`config.mk`:
```
export PLATFORM = sky130hd
export DESIGN_NAME = piece_ctrl_flat
export DESIGN_NICKNAME = d
export VERILOG_FILES = /design/src/rtl/piece_if.sv /design/src/rtl/piece_ctrl.sv /design/src/flat_wrapper.sv
export SDC_FILE = /design/constraint.sdc
export NUM_CORES = 1
export LEC_CHECK = 0
export BUFFER_PORTS_ARGS = -buffer_cell sky130_fd_sc_hd__buf_4
export CELL_PAD_IN_SITES_DETAIL_PLACEMENT = 0
export CELL_PAD_IN_SITES_GLOBAL_PLACEMENT = 2
export CORE_UTILIZATION = 36
export CTS_CLUSTER_DIAMETER = 150
export DETAILED_ROUTE_END_ITERATION = 7
export PLACE_DENSITY = 0.95
export SKIP_LAST_GASP = 1
export SLEW_MARGIN = 0
export SYNTH_ARGS = -nofsm -noshare
export SYNTH_HDL_FRONTEND = slang
export SYNTH_SLANG_ARGS = --single-unit
export TNS_END_PERCENT = 10
```
`constraint.sdc`:
```
create_clock -name clk -period 3.6 [get_ports clk]
set_input_delay 0.72 -clock clk [delete_from_list [all_inputs] [get_ports clk]]
set_output_delay 0.72 -clock clk [all_outputs]
set_load 0.1 [all_outputs]
```
`src/rtl/piece_if.sv`:
```
// Bundle between the game sequencer and its surroundings:
// key pulses, random source, playfield RAM enables/status and the piece outputs.
interface piece_if;
    logic       start;
    logic       key_l;
    logic       key_r;
    logic       key_u;
    logic       key_d;
    logic       key_b;
    logic [2:0] rnd;
    logic       el;
    logic       er;
    logic       eu;
    logic       edrop;
    logic       overflow;
    logic       refresh_done;
    logic [4:0] x;
    logic [4:0] y;
    logic [2:0] ptype;
    logic [1:0] dir;
    logic       refresh;
    logic       boom;
    logic       game_over;
    logic       busy;

    modport slave (
        input  start, key_l, key_r, key_u, key_d, key_b, rnd,
        input  el, er, eu, edrop, overflow, refresh_done,
        output x, y, ptype, dir, refresh, boom, game_over, busy
    );

    modport master (
        output start, key_l, key_r, key_u, key_d, key_b, rnd,
        output el, er, eu, edrop, overflow, refresh_done,
        input  x, y, ptype, dir, refresh, boom, game_over, busy
    );
endinterface

```
`src/rtl/piece_ctrl.sv`:
```
// Falling-piece game sequencer: spawn, user moves, gravity timing,
// lock/clear handshake with the playfield RAM and game-over detection.
module piece_ctrl #(
    parameter int DROP_TICKS = 50_000_000,
    parameter int SPAWN_X    = 3,
    parameter int SPAWN_Y    = 0
) (
    input  logic clk,
    input  logic rstn,
    piece_if.slave bus
);

    localparam int TW = $clog2(DROP_TICKS);
    localparam logic [TW-1:0] TMAX = TW'(DROP_TICKS - 1);
    localparam logic [4:0] SX = 5'(SPAWN_X);
    localparam logic [4:0] SY = 5'(SPAWN_Y);

    typedef enum logic [2:0] {
        S_IDLE,
        S_SPAWN,
        S_FALL,
        S_LOCK,
        S_CLEAR,
        S_OVER
    } state_t;

    state_t        r_state, w_state_nxt;
    logic [TW-1:0] r_timer, w_timer_nxt;
    logic [4:0]    r_x, w_x_nxt;
    logic [4:0]    r_y, w_y_nxt;
    logic [2:0]    r_type, w_type_nxt;
    logic [1:0]    r_dir, w_dir_nxt;
    logic          r_refresh, w_refresh_nxt;
    logic          r_boom, w_boom_nxt;
    logic          r_over, w_over_nxt;
    logic          r_busy, w_busy_nxt;
    logic          w_step;

    // Next state and next register values; one action per FALL cycle.
    always_comb begin
        w_state_nxt   = r_state;
        w_timer_nxt   = r_timer;
        w_x_nxt       = r_x;
        w_y_nxt       = r_y;
        w_type_nxt    = r_type;
        w_dir_nxt     = r_dir;
        w_refresh_nxt = 1'b0;
        w_boom_nxt    = 1'b0;
        w_step        = 1'b0;
        unique case (r_state)
            S_IDLE: begin
                if (bus.start) w_state_nxt = S_SPAWN;
            end
            S_SPAWN: begin
                w_type_nxt  = (bus.rnd == 3'd0) ? 3'd1 : bus.rnd;
                w_x_nxt     = SX;
                w_y_nxt     = SY;
                w_dir_nxt   = 2'd0;
                w_timer_nxt = '0;
                w_state_nxt = S_FALL;
            end
            S_FALL: begin
                w_step      = (r_timer == TMAX) || bus.key_d;
                w_timer_nxt = r_timer + 1'b1;
                if (w_step) begin
                    w_timer_nxt = '0;
                    if (bus.edrop) w_y_nxt = r_y + 5'd1;
                    else           w_state_nxt = S_LOCK;
                end else if (bus.key_u) begin
                    if (bus.eu) w_dir_nxt = r_dir + 2'd1;
                end else if (bus.key_l) begin
                    if (bus.el) w_x_nxt = r_x - 5'd1;
                end else if (bus.key_r) begin
                    if (bus.er) w_x_nxt = r_x + 5'd1;
                end else if (bus.key_b) begin
                    w_boom_nxt = 1'b1;
                end
            end
            S_LOCK: begin
                if (bus.overflow) begin
                    w_state_nxt = S_OVER;
                end else begin
                    w_refresh_nxt = 1'b1;
                    w_state_nxt   = S_CLEAR;
                end
            end
            S_CLEAR: begin
                if (bus.refresh_done) w_state_nxt = S_SPAWN;
            end
            S_OVER: begin
                w_state_nxt = S_OVER;
            end
            default: begin
                w_state_nxt = S_IDLE;
            end
        endcase
        w_busy_nxt = (w_state_nxt == S_LOCK) || (w_state_nxt == S_CLEAR);
        w_over_nxt = (w_state_nxt == S_OVER);
    end

    // State and registered outputs with synchronous reset.
    always_ff @(posedge clk) begin
        if (!rstn) begin
            r_state   <= S_IDLE;
            r_timer   <= '0;
            r_x       <= SX;
            r_y       <= SY;
            r_type    <= 3'd1;
            r_dir     <= 2'd0;
            r_refresh <= 1'b0;
            r_boom    <= 1'b0;
            r_over    <= 1'b0;
            r_busy    <= 1'b0;
        end else begin
            r_state   <= w_state_nxt;
            r_timer   <= w_timer_nxt;
            r_x       <= w_x_nxt;
            r_y       <= w_y_nxt;
            r_type    <= w_type_nxt;
            r_dir     <= w_dir_nxt;
            r_refresh <= w_refresh_nxt;
            r_boom    <= w_boom_nxt;
            r_over    <= w_over_nxt;
            r_busy    <= w_busy_nxt;
        end
    end

    assign bus.x         = r_x;
    assign bus.y         = r_y;
    assign bus.ptype     = r_type;
    assign bus.dir       = r_dir;
    assign bus.refresh   = r_refresh;
    assign bus.boom      = r_boom;
    assign bus.game_over = r_over;
    assign bus.busy      = r_busy;

endmodule

```
`src/flat_wrapper.sv`:
```
// flat-port wrapper written by rule: the top's interface ports become plain ports
module piece_ctrl_flat 
#(
    parameter int DROP_TICKS = 50_000_000,
    parameter int SPAWN_X    = 3,
    parameter int SPAWN_Y    = 0
)
  (clk, rstn, bus_start, bus_key_l, bus_key_r, bus_key_u, bus_key_d, bus_key_b, bus_rnd, bus_el, bus_er, bus_eu, bus_edrop, bus_overflow, bus_refresh_done, bus_x, bus_y, bus_ptype, bus_dir, bus_refresh, bus_boom, bus_game_over, bus_busy);
  piece_if bus_i ();
  input  logic clk;
  input  logic rstn;
  input wire logic [$bits(bus_i.start)-1:0] bus_start;
  input wire logic [$bits(bus_i.key_l)-1:0] bus_key_l;
  input wire logic [$bits(bus_i.key_r)-1:0] bus_key_r;
  input wire logic [$bits(bus_i.key_u)-1:0] bus_key_u;
  input wire logic [$bits(bus_i.key_d)-1:0] bus_key_d;
  input wire logic [$bits(bus_i.key_b)-1:0] bus_key_b;
  input wire logic [$bits(bus_i.rnd)-1:0] bus_rnd;
  input wire logic [$bits(bus_i.el)-1:0] bus_el;
  input wire logic [$bits(bus_i.er)-1:0] bus_er;
  input wire logic [$bits(bus_i.eu)-1:0] bus_eu;
  input wire logic [$bits(bus_i.edrop)-1:0] bus_edrop;
  input wire logic [$bits(bus_i.overflow)-1:0] bus_overflow;
  input wire logic [$bits(bus_i.refresh_done)-1:0] bus_refresh_done;
  output wire logic [$bits(bus_i.x)-1:0] bus_x;
  output wire logic [$bits(bus_i.y)-1:0] bus_y;
  output wire logic [$bits(bus_i.ptype)-1:0] bus_ptype;
  output wire logic [$bits(bus_i.dir)-1:0] bus_dir;
  output wire logic [$bits(bus_i.refresh)-1:0] bus_refresh;
  output wire logic [$bits(bus_i.boom)-1:0] bus_boom;
  output wire logic [$bits(bus_i.game_over)-1:0] bus_game_over;
  output wire logic [$bits(bus_i.busy)-1:0] bus_busy;
  assign bus_i.start = bus_start;
  assign bus_i.key_l = bus_key_l;
  assign bus_i.key_r = bus_key_r;
  assign bus_i.key_u = bus_key_u;
  assign bus_i.key_d = bus_key_d;
  assign bus_i.key_b = bus_key_b;
  assign bus_i.rnd = bus_rnd;
  assign bus_i.el = bus_el;
  assign bus_i.er = bus_er;
  assign bus_i.eu = bus_eu;
  assign bus_i.edrop = bus_edrop;
  assign bus_i.overflow = bus_overflow;
  assign bus_i.refresh_done = bus_refresh_done;
  assign bus_x = bus_i.x;
  assign bus_y = bus_i.y;
  assign bus_ptype = bus_i.ptype;
  assign bus_dir = bus_i.dir;
  assign bus_refresh = bus_i.refresh;
  assign bus_boom = bus_i.boom;
  assign bus_game_over = bus_i.game_over;
  assign bus_busy = bus_i.busy;
  piece_ctrl #(.DROP_TICKS(DROP_TICKS), .SPAWN_X(SPAWN_X), .SPAWN_Y(SPAWN_Y)) u_core (.clk(clk), .rstn(rstn), .bus(bus_i));
endmodule
```
Word-level counts from Yosys, hierarchy flattened
Cells that the tools add are included.
Widths: inputs -> output; s select.

operators by class
  $add $sub $neg = 5
  reductions and logical operators = 10
  bitwise logic cells = 2
  equality and inequality tests = 18
  multiplexer cells = 25

operators by type and width
  kind                   number
  $pmux 26 s2            1
  $mux 5                 8
  $add 26x1->26 const B  1
  $eq 26x26->1 const B   1
  $mux 26                1
  $pmux 5 s2             2
  $pmux 3 s6             1
  $mux 3                 5
  $eq 3x3->1 const B     4
  $add 5x1->5 const B    2
  $ne 2x2->1 const B     5
  $eq 3x2->1 const B     3
  $ne 3x3->1 const B     3
  $logic_not 3->1        2
  $mux 2                 3
  $reduce_and 6->1       1
  $reduce_or 6->1        1
  $sub 5x1->5 const B    1
  $pmux 2 s2             1
  $reduce_and 4->1       1
  $eq 3x1->1 const B     1
  $mux 1                 3
  $reduce_and 3->1       1
  $add 2x1->2 const B    1
  5 further kinds        7

word-level totals
  logic and storage cells = 70
  register bits after elaboration = 48
  output and inout bits = 19
  input bits = 17

Longest topological paths before layout
Gate-level depths: netlist of run 1.

  depth in word-level cells = 7
  mapped depth = 8
  depth with buffers taken out = 7

Least setup slack after synthesis of run 1
OpenSTA, ideal clock, no wires.

  kind = register to register
  from = reg u_core.r_x[0] (netlist: u_core.bus.x[0])
  to = reg u_core.r_x[4] (netlist: u_core.bus.x[4])
  setup slack = 1,204 ps
  data required time = 3,482 ps
  arrival time = 2,278 ps
  cell stages (with the launch flop) = 8
  cells stage by stage = dfxtp_1 > inv_1 > fa_1 > nand2b_1 > a21oi_1 > xnor2_1 > nor3_1 > o2bb2ai_1

between the ends
  cells in the longest elaborated chain, start to end = 7
  elaborated cells between the ends (all ways) = 9

ends and longest elaborated chain
  element                   RTL line           source
  start: declaration        piece_ctrl.sv:29   logic [4:0] r_x, w_x_nxt;
  start signal: assignment  piece_ctrl.sv:117  r_x <= w_x_nxt;
  $add 5x1->5               piece_ctrl.sv:74   if (bus.er) w_x_nxt = r_x + 5'd1;
  $mux 5                    piece_ctrl.sv:74
  $mux 5                    piece_ctrl.sv:73   end else if (bus.key_r) begin
  $mux 5 *                  piece_ctrl.sv:71   end else if (bus.key_l) begin
  $mux 5 *                  piece_ctrl.sv:69   end else if (bus.key_u) begin
  $mux 5 *                  piece_ctrl.sv:65   if (w_step) begin
  $pmux 5 s2 *              piece_ctrl.sv:50   unique case (r_state)

Mark *: on every way between the ends. The rest lies on a longest branch, timed or not. The select of a mux whose other input is x is not followed.
A chain may end at the register's enable or synchronous reset.

Final worst setup path of run 1
  from = reg u_core.r_timer[11]
  to = reg u_core.r_y[2] (netlist: u_core.bus.y[2])

between the ends
  cells in the longest elaborated chain, start to end = 4

ends and longest elaborated chain
  element                            RTL line           source
  start: declaration                 piece_ctrl.sv:28   logic [TW-1:0] r_timer, w_timer_nxt;
  start signal: assignment           piece_ctrl.sv:116  r_timer <= w_timer_nxt;
  $eq 26x26->1                       piece_ctrl.sv:63   w_step = (r_timer == TMAX) || bus.key_d;
  $logic_or 1x1->1                   piece_ctrl.sv:63
  $ne 2x1->1 (no source line)        n/a
  $reduce_and 3->1 (no source line)  n/a
  end signal: assignment             piece_ctrl.sv:118  r_y <= w_y_nxt;
  end: declaration                   piece_ctrl.sv:30   logic [4:0] r_y, w_y_nxt;

Every way passes these cells.

==> results of run 1 <==
==> registers in the layout, indices dropped and copies added (netlist names) <==
name and flops:
u_core.bus.boom 1, u_core.bus.busy 1, u_core.bus.dir 2, u_core.bus.game_over 1
u_core.bus.ptype 3, u_core.bus.refresh 1, u_core.bus.x 5, u_core.bus.y 5
u_core.r_state 3, u_core.r_timer 26
==> area by class of cell <==
class,count,area share
clock buffers,5,0.0229
clock inverters,3,0.0142
repair buffers,37,0.0925
well taps,96,0.0400
flip-flops and latches,48,0.320
inverters,7,0.00875
multi-input cells,239,0.502
==> stage by stage <==
step           area (um2)  cells  total power [mW]
2_1_floorplan        2550    309             0.748
3_3_place_gp         2890    427             0.810
3_5_place_dp         2890    427             0.811
4_1_cts              3000    435              1.20
5_1_grt              3000    435              1.25
6_report             3000    435              1.19
==> cells in the mapped netlist, drive strengths merged (4+ instances only) <==
cell type	count
o21ai	18
dfxtp	48
a31oi	10
or3	6
nor3	10
ha	5
nor4	4
nor2b	4
xnor2	7
inv	7
a22o	6
and3	6
nand2b	6
nand2	35
nand4	9
clkbuf	12
a21oi	22
mux2i	4
nor2	23
xor2	7
nand3	15
==> worst paths after layout <==
kind,start,end,slack [ns],cells after the start
setup / recovery,u_core.r_timer[11],u_core.bus.y[2],1.43,5
hold / removal,u_core.bus.ptype[1],u_core.bus.ptype[1],0.47,2
setup reg to reg,u_core.r_timer[11],u_core.bus.y[2],1.43,5
hold reg to reg,u_core.bus.ptype[1],u_core.bus.ptype[1],0.47,2
==> kinds of logic (layout without fill, tap and decap cells) <==
group                      after synthesis  in the layout  share of synthesized area
buffers and inverters                   22             52                     0.0338
DFF                                     48             48                      0.377
xor gates and xnor gates                14             14                     0.0481
and+or+nand+nor                        140            140                      0.307
muxes                                    4              4                     0.0157
AOI/OAI and AO/OA                       75             75                      0.186
adders and majority gates                6              6                     0.0324
==> layer usage <==
layer,track usage,vias to the layer above,wire [um]
met3,0.0267,6,201
met5,0,-,0
li1,-,1182,-
met1,0.237,1090,2940
met2,0.272,40,2610
met4,0.0500,0,71
==> worst max-delay path, stage by stage, from the launching register on <==
cell      delay, ns
dfxtp_1        0.36
or4b_4         0.57
nor4_4         0.46
a221oi_2       0.20
or3_1          0.39
a21oi_1        0.14
==> report_power, final <==
group | switching, mW | internal, mW
sequential | 0.0180 | 0.545
clock | 0.187 | 0.206
combinational | 0.165 | 0.0711
==> results.py, run 1 <==
metrics = {
    "critical_path": {
        "critPathCaptureType": "flip-flop",
        "required_ns": 3.84,
        "crit_arrival_ns": 2.41,
        "crit_path_max_fanout": 9,
        "start_kind": "flip-flop",
        "crit_type": "reg2reg",
    },
    "drt": {
        "ant_nets": 0,
        "dr.pass1.iters": 4,
        "avgRoutedWirePerCell_um": 13.4,
        "drt-total-wl_um": 5820,
        "initialDrtViolationCount": 87,
        "vias_per_cell": 5.33,
        "drc": 0,
        "route.vias.total": 2318,
    },
    "floorplan": {
        "core_area_um2": 6830,
        "die_area_um2": 7430,
        "die_x_um": 86.2,
        "row_count": 30,
        "initial_core_util": 0.373,
        "die_h_um": 86.2,
        "io_pins": 36,
    },
    "sta": {
        "slew_viol_final": 0,
        "fin_ws_ns": 1.43,
        "finalHoldViolCount": 0,
        "timing.fmax_mhz": 461,
        "setup_viol_count_final": 0,
        "period_needed_ns": 2.17,
        "worst_slew_pin_slew_ns": 0.560,
        "timing.slew.headroom": 0.627,
        "period_share": 0.603,
        "rsz0062_at_grt": "false",
        "whs_ns": 0.470,
        "skew_ns": 0.00587,
        "tns_ns": 0,
    },
    "grt": {
        "grt_pass1_vias": 2194,
        "antenna_found_initial": 0,
        "grt_max_degree": 34,
        "grt_pass1_wl_um": 10300,
        "grt_usage": 0.170,
        "gr-total-overflow": 0,
    },
    "cts": {
        "cts_root_buf": "clkbuf_8",
        "cts_buffers": 5,
        "postCtsSetupBuffers": 0,
        "holdBufCountCts": 0,
        "h-tree-depth": 2,
        "cts.sinks": 48,
        "ctsLongestPathBuffers": 2,
        "tritoncts": "yes",
        "clk_latency_ns": 0.30,
        "ctsResizeCount": 0,
        "clk_pin_slew_worst_paths_ns": 0.09,
    },
    "placed_design": {
        "dp_slack_ns": 1.40,
        "globalplace.congestion": 0.733,
        "port_buffers": 35,
        "hpwlAfterDp_um": 4150,
    },
    "worst_hold_path": {
        "min_path_type": "reg2reg",
    },
    "pwr": {
        "ir_drop_mv": 0.189,
        "p_per_area_nw_per_um2": 397,
        "p_leak_nw": 1.15,
    },
    "synth": {
        "synth_cell_types": 52,
        "synth_edf_count": 0,
        "synthTopCellsByArea": "dfxtp_1 (38%), nand2_1 (5.1%), a21oi_1 (4.3%), o21ai_0 (3.5%), nor2_1 (3.1%)",
        "synth_top_area_cell": "dfxtp_1",
        "ys.flop_type": "dfxtp_1",
        "async_flop_share": 0,
        "synth_area_um2": 2550,
        "yosys_register_bits": 48,
        "yosysSeqAreaShare": 0.377,
        "ys_warn_count": 0,
        "syn_inst": 309,
        "syn_nets": 332,
        "synth_top_area_frac": 0.377,
        "syn_area_per_cell_um2": 8.26,
    },
    "finish": {
        "multi_input_comb_area_um2": 1510,
        "nets": 361,
        "register_area_um2": 961,
        "n_antenna_cell": 0,
        "final_common_cell": "dfxtp_1",
        "area_growth_pct": 17.8,
        "finish.utilization": 0.440,
        "num-fill-cells": 724,
        "final_cell_mix": "dfxtp_1 (48), buf_4 (37), nand2_1 (35), nor2_1 (21), a21oi_1 (21)",
        "drive_above_1_share": 0.174,
    },
    "outcome": {
        "outcome": "finished clean",
    },
    "job": {
        "cap_violations": 0,
    },
}
No activity file was read; power rests on OpenSTA's default activity.
==> inputs of run 2 (changes only) <==
Settings changed: ABC_AREA from default to 1, CORE_UTILIZATION 36 to 29, PLACE_DENSITY 0.95 to 0.88.
Clock period 3.6 ns to 1.94 ns, I/O delays scaled along.
==> run 2 against run 1 <==
Against the previous run:
- routed wire length rose by 23%
- total power rose by 91%
- combinational power rose by 140%
- synthesized cell count rose by 35%
- worst hold slack got worse by 0.22 ns
- largest power group unchanged
==> results.py, run 2 <==
metrics = {
    "grt": {
        "gr-total-overflow": 0,
        "grt_pass1_wl_um": 12100,
        "antenna_found_initial": 0,
        "grt_pass1_vias": 2578,
        "grt_usage": 0.152,
        "grt_max_degree": 16,
    },
    "synth": {
        "syn_nets": 440,
        "synth_top_area_frac": 0.343,
        "synth_commonest_cells": "nand2_1 (107), nor2_1 (65), dfxtp_1 (48)",
        "synthTopCellsByArea": "dfxtp_1 (34%), nand2_1 (14%), nor2_1 (8.7%), a21oi_1 (6.4%), nand3_1 (6.4%)",
        "synth_cell_types": 32,
        "async_flop_share": 0,
        "synth_edf_count": 0,
        "synth_area_um2": 2800,
        "ys.flop_type": "dfxtp_1",
        "syn_inst": 417,
        "synth_top_area_cell": "dfxtp_1",
        "yosysSeqAreaShare": 0.343,
        "syn_area_per_cell_um2": 6.72,
        "ys_warn_count": 0,
        "yosysMostFrequentCell": "nand2_1",
        "yosys_register_bits": 48,
    },
    "finish": {
        "multi_input_comb_area_um2": 1630,
        "drive_above_1_share": 0.183,
        "num-fill-cells": 1029,
        "final_common_cell": "nand2_1",
        "largest_reg_flops": 26,
        "n_antenna_cell": 0,
        "final_cell_mix": "nand2_1 (107), nor2_1 (65), buf_4 (50), dfxtp_1 (45)",
        "nets": 487,
        "area_growth_pct": 20.4,
        "register_area_um2": 965,
        "regMostFlops": "u_core.r_timer",
        "finalNonFillerCells": 594,
    },
    "cts": {
        "clk_pin_slew_worst_paths_ns": 0.10,
        "ctsResizeCount": 0,
        "cts.sinks": 48,
        "cts_root_buf": "clkbuf_8",
        "postCtsSetupBuffers": 0,
        "tritoncts": "yes",
        "h-tree-depth": 2,
        "ctsLongestPathBuffers": 2,
        "clk_latency_ns": 0.30,
        "holdBufCountCts": 0,
        "cts_buffers": 5,
    },
    "drt": {
        "drc": 0,
        "wl_met2_um": 3420,
        "avgRoutedWirePerCell_um": 12.1,
        "maxUsedRoutingLayer": "met4",
        "ant_nets": 0,
        "initialDrtViolationCount": 84,
        "route.vias.total": 2687,
        "wl_met3_um": 219,
        "drt-total-wl_um": 7170,
        "dr.pass1.iters": 4,
        "met1_length_um": 3490,
        "vias_per_cell": 4.52,
    },
    "worst_hold_path": {
        "min_path_type": "in2reg",
    },
    "floorplan": {
        "io_pins": 36,
        "initial_core_util": 0.302,
        "die_h_um": 100,
        "die_area_um2": 10100,
        "die_x_um": 100,
        "core_area_um2": 9280,
        "row_count": 35,
    },
    "placed_design": {
        "hpwlAfterDp_um": 5500,
        "port_buffers": 35,
        "globalplace.congestion": 0.815,
        "dp_slack_ns": 0.235,
        "numPlacedInstances": 586,
    },
    "sta": {
        "setup_viol_count_final": 0,
        "timing.slew.headroom": 0.760,
        "rsz0062_at_grt": "false",
        "finalHoldViolCount": 0,
        "fin_ws_ns": 0.234,
        "skew_ns": 0.0115,
        "period_needed_ns": 1.71,
        "worst_slew_pin_slew_ns": 0.358,
        "slew_viol_final": 0,
        "period_share": 0.879,
        "timing.fmax_mhz": 586,
    },
    "pwr": {
        "ir_drop_mv": 0.470,
        "p_per_area_nw_per_um2": 673,
        "p_leak_nw": 1.28,
    },
    "critical_path": {
        "critPathTopFamily": "simple AND/OR/NAND/NOR gates",
        "crit_type": "reg2reg",
        "critPathMaxStageDelay_ns": 0.37,
        "cp_cell_sequence": "ha_1 -> nand3_4 -> inv_2 -> nand2_2 -> nor2_2 -> nand2_2 -> nand3_4 -> inv_1 -> buf_4 -> nand3_1 -> a21oi_1",
        "crit_slowest_cell": "dfxtp_1",
        "start_kind": "flip-flop",
        "crit_arrival_ns": 1.90,
        "critPathBufInv": 3,
        "crit_path_max_fanout": 13,
        "required_ns": 2.14,
        "critPathCaptureType": "flip-flop",
    },
    "job": {
        "cap_violations": 0,
    },
    "outcome": {
        "outcome": "finished clean",
    },
}
## run 2: cells by family after synthesis
| family | synth area share |
|---|---|
| simple gates | 0.400 |
| compound gates | 0.0960 |
| buf+inv | 0.0750 |
| xor+xnor | 0.0562 |
| flops | 0.343 |
| fa+ha+maj | 0.0295 |
## run 2: worst paths after layout
kind,startpoint,end,slack [ns],cells after the start
worst max-delay path,u_core.r_timer[1],u_core.r_timer[20],0.23,11
worst min-delay path,bus_overflow,u_core.bus.refresh,0.25,2
worst max register to register,u_core.r_timer[1],u_core.r_timer[20],0.23,11
worst min register to register,u_core.bus.ptype[1],u_core.bus.ptype[1],0.47,2
## run 2: per-stage QoR
stage               utilization  hold slack, ns  TNS [ns]  power, mW  instance area, um2
floorplan                     -           0.461   -0.0389       1.49                2810
global placement          0.353           0.454         0       1.64                3280
detailed placement        0.353           0.458         0       1.64                3280
CTS                       0.364           0.243         0       2.30                3380
global route              0.364           0.244         0       2.39                3380
finish                    0.364           0.246         0       2.27                3380
## run 2: where the power goes
part | internal, mW | total, mW | switching, mW
Sequential | 1.02 | 1.05 | 0.0326
Combinational | 0.158 | 0.562 | 0.404
Clock | 0.293 | 0.660 | 0.367
## run 2: layout make-up
type	instances	area share
clock buffers	6	0.0245
clock inverters	2	0.00408
inverters	39	0.0434
multi-input cells	320	0.483
flip-flops and latches	48	0.286
well taps	129	0.0478
repair buffers	50	0.111
## run 2: per-layer routing
layer  vias to the layer above  global-route usage
met2                        30               0.269
met4                         0              0.0334
met3                         5              0.0251
li1                       1448                   -
met5                         -                   0
met1                      1204               0.194
==> inputs of run 3 (changes only) <==
Settings changed: PLACE_DENSITY 0.88 to 0.72.
==> run 3 against run 2 <==
Against the previous run:
- design area rose by 0.30%
- combinational power barely moved
- critical path depth is the same
- clock-buffer cell count unchanged
- core utilization grew 0.11 points
- routed wire length rose by 8.8%
==> results.py, run 3 (synthesis gave the netlist of run 2 again) <==
metrics = {
    "finish": {
        "final_common_cell": "nand2_1",
        "register_area_um2": 965,
        "finalNonFillerCells": 592,
        "largest_reg_flops": 26,
        "num-fill-cells": 1056,
        "nets": 485,
        "finish.utilization": 0.365,
        "area_growth_pct": 20.8,
        "regMostFlops": "u_core.r_timer",
        "multi_input_comb_area_um2": 1630,
        "final_cell_mix": "nand2_1 (107), nor2_1 (65), buf_4 (48), dfxtp_1 (45)",
        "n_antenna_cell": 0,
        "drive_above_1_share": 0.179,
        "fin_area_um2": 3390,
    },
    "drt": {
        "drt-total-wl_um": 7800,
        "initialDrtViolationCount": 123,
        "drc": 0,
        "route.vias.total": 2766,
        "avgRoutedWirePerCell_um": 13.2,
        "ant_nets": 0,
        "dr.pass1.iters": 4,
        "vias_per_cell": 4.67,
    },
    "sta": {
        "skew_ns": 0.00729,
        "worst_slew_pin_slew_ns": 0.384,
        "rsz0062_at_grt": "false",
        "tns_ns": 0,
        "timing.slew.headroom": 0.742,
        "setup_viol_count_final": 0,
        "finalHoldViolCount": 0,
        "slew_viol_final": 0,
        "fin_ws_ns": 0.249,
        "period_share": 0.872,
        "timing.fmax_mhz": 591,
        "whs_ns": 0.245,
        "period_needed_ns": 1.69,
    },
    "grt": {
        "antenna_found_initial": 0,
        "grt_pass1_vias": 2593,
        "grt_usage": 0.166,
        "grt_pass1_wl_um": 12900,
        "grt_max_degree": 16,
        "gr-total-overflow": 0,
    },
    "pwr": {
        "p_per_area_nw_per_um2": 715,
        "ir_drop_mv": 0.424,
        "p_switching_mw": 0.823,
        "sw_frac_of_total": 0.340,
        "intPower_mw": 1.60,
        "pwr-share-seq": 0.435,
        "p_leak_nw": 1.28,
        "power_mw": 2.42,
        "p_clk_frac": 0.333,
        "power_frac_comb": 0.233,
    },
    "critical_path": {
        "r2r_end": "u_core.r_timer[20]",
        "cp-startpoint": "u_core.r_timer[0]",
        "cp-endpoint": "u_core.r_timer[20]",
        "reg2reg_from": "u_core.r_timer[0]",
        "required_ns": 2.19,
        "crit_arrival_ns": 1.94,
        "start_kind": "flip-flop",
        "critPathCaptureType": "flip-flop",
        "crit_type": "reg2reg",
        "crit_path_max_fanout": 14,
        "rrSetupSlack_ns": 0.25,
        "rr_worst_depth": 11,
    },
    "cts": {
        "cts.sinks": 48,
        "tritoncts": "yes",
        "ctsLongestPathBuffers": 2,
        "ctsResizeCount": 0,
        "clk_latency_ns": 0.31,
        "h-tree-depth": 2,
        "holdBufCountCts": 0,
        "clk_pin_slew_worst_paths_ns": 0.10,
        "cts_root_buf": "clkbuf_8",
        "cts_buffers": 5,
        "postCtsSetupBuffers": 0,
    },
    "floorplan": {
        "initial_core_util": 0.302,
        "row_count": 35,
        "die_x_um": 100,
        "io_pins": 36,
        "die_area_um2": 10100,
        "core_area_um2": 9280,
        "die_h_um": 100,
    },
    "job": {
        "cap_violations": 0,
    },
    "placed_design": {
        "hpwlAfterDp_um": 5950,
        "port_buffers": 35,
        "numPlacedInstances": 584,
        "globalplace.congestion": 0.766,
        "dp_slack_ns": 0.252,
        "placed_area_um2": 3260,
    },
    "outcome": {
        "outcome": "finished clean",
    },
    "worst_hold_path": {
        "min_path_type": "in2reg",
    },
}
[run 3: worst min-delay path by stage]
stage / startpoint / endpoint / slack (ns) / cells after the start
global route: bus_overflow / u_core.bus.refresh / 0.23 / 2
CTS: bus_overflow / u_core.bus.refresh / 0.23 / 2
global placement: u_core.bus.ptype[1] / u_core.bus.ptype[1] / 0.45 / 2
floorplan: u_core.r_timer[1] / u_core.r_timer[1] / 0.46 / 2
detailed placement: u_core.bus.ptype[1] / u_core.bus.ptype[1] / 0.46 / 2
finish: bus_overflow / u_core.bus.refresh / 0.25 / 2
[run 3: final cells by class]
class	instances	share of cell area
tap	129	0.0477
inverter	39	0.0432
clock buffer	6	0.0244
timing repair buffer	48	0.106
sequential	48	0.285
multi-input combinational	320	0.482
clock inverter	2	0.0115
[run 3: power groups by stage]
stage | clock network, mW | logic, mW | registers [mW]
floorplan | 0 | 0.235 | 1.25
CTS | 0.837 | 0.570 | 1.05
global route | 0.875 | 0.615 | 1.06
detailed placement | 0 | 0.569 | 1.08
global placement | 0 | 0.569 | 1.07
finish | 0.805 | 0.563 | 1.05
[run 3: critical path: stages, from the launching register on]
cell	delay, ns
dfxtp_1	0.33
ha_1	0.24
nand3_4	0.12
inv_2	0.05
nand2_2	0.05
nor2_2	0.03
nand2_2	0.08
nand3_4	0.18
inv_1	0.10
buf_4	0.21
nand3_1	0.09
a21oi_1	0.12
[run 3: metal layers]
| metal | vias up | GRT usage | wire length (um) |
|---|---|---|---|
| met2 | 42 | 0.277 | 3550 |
| met4 | 0 | 0.0435 | 85 |
| met1 | 1278 | 0.224 | 3910 |
| met5 | - | 0 | 0 |
| li1 | 1439 | - | - |
| met3 | 7 | 0.0258 | 261 |
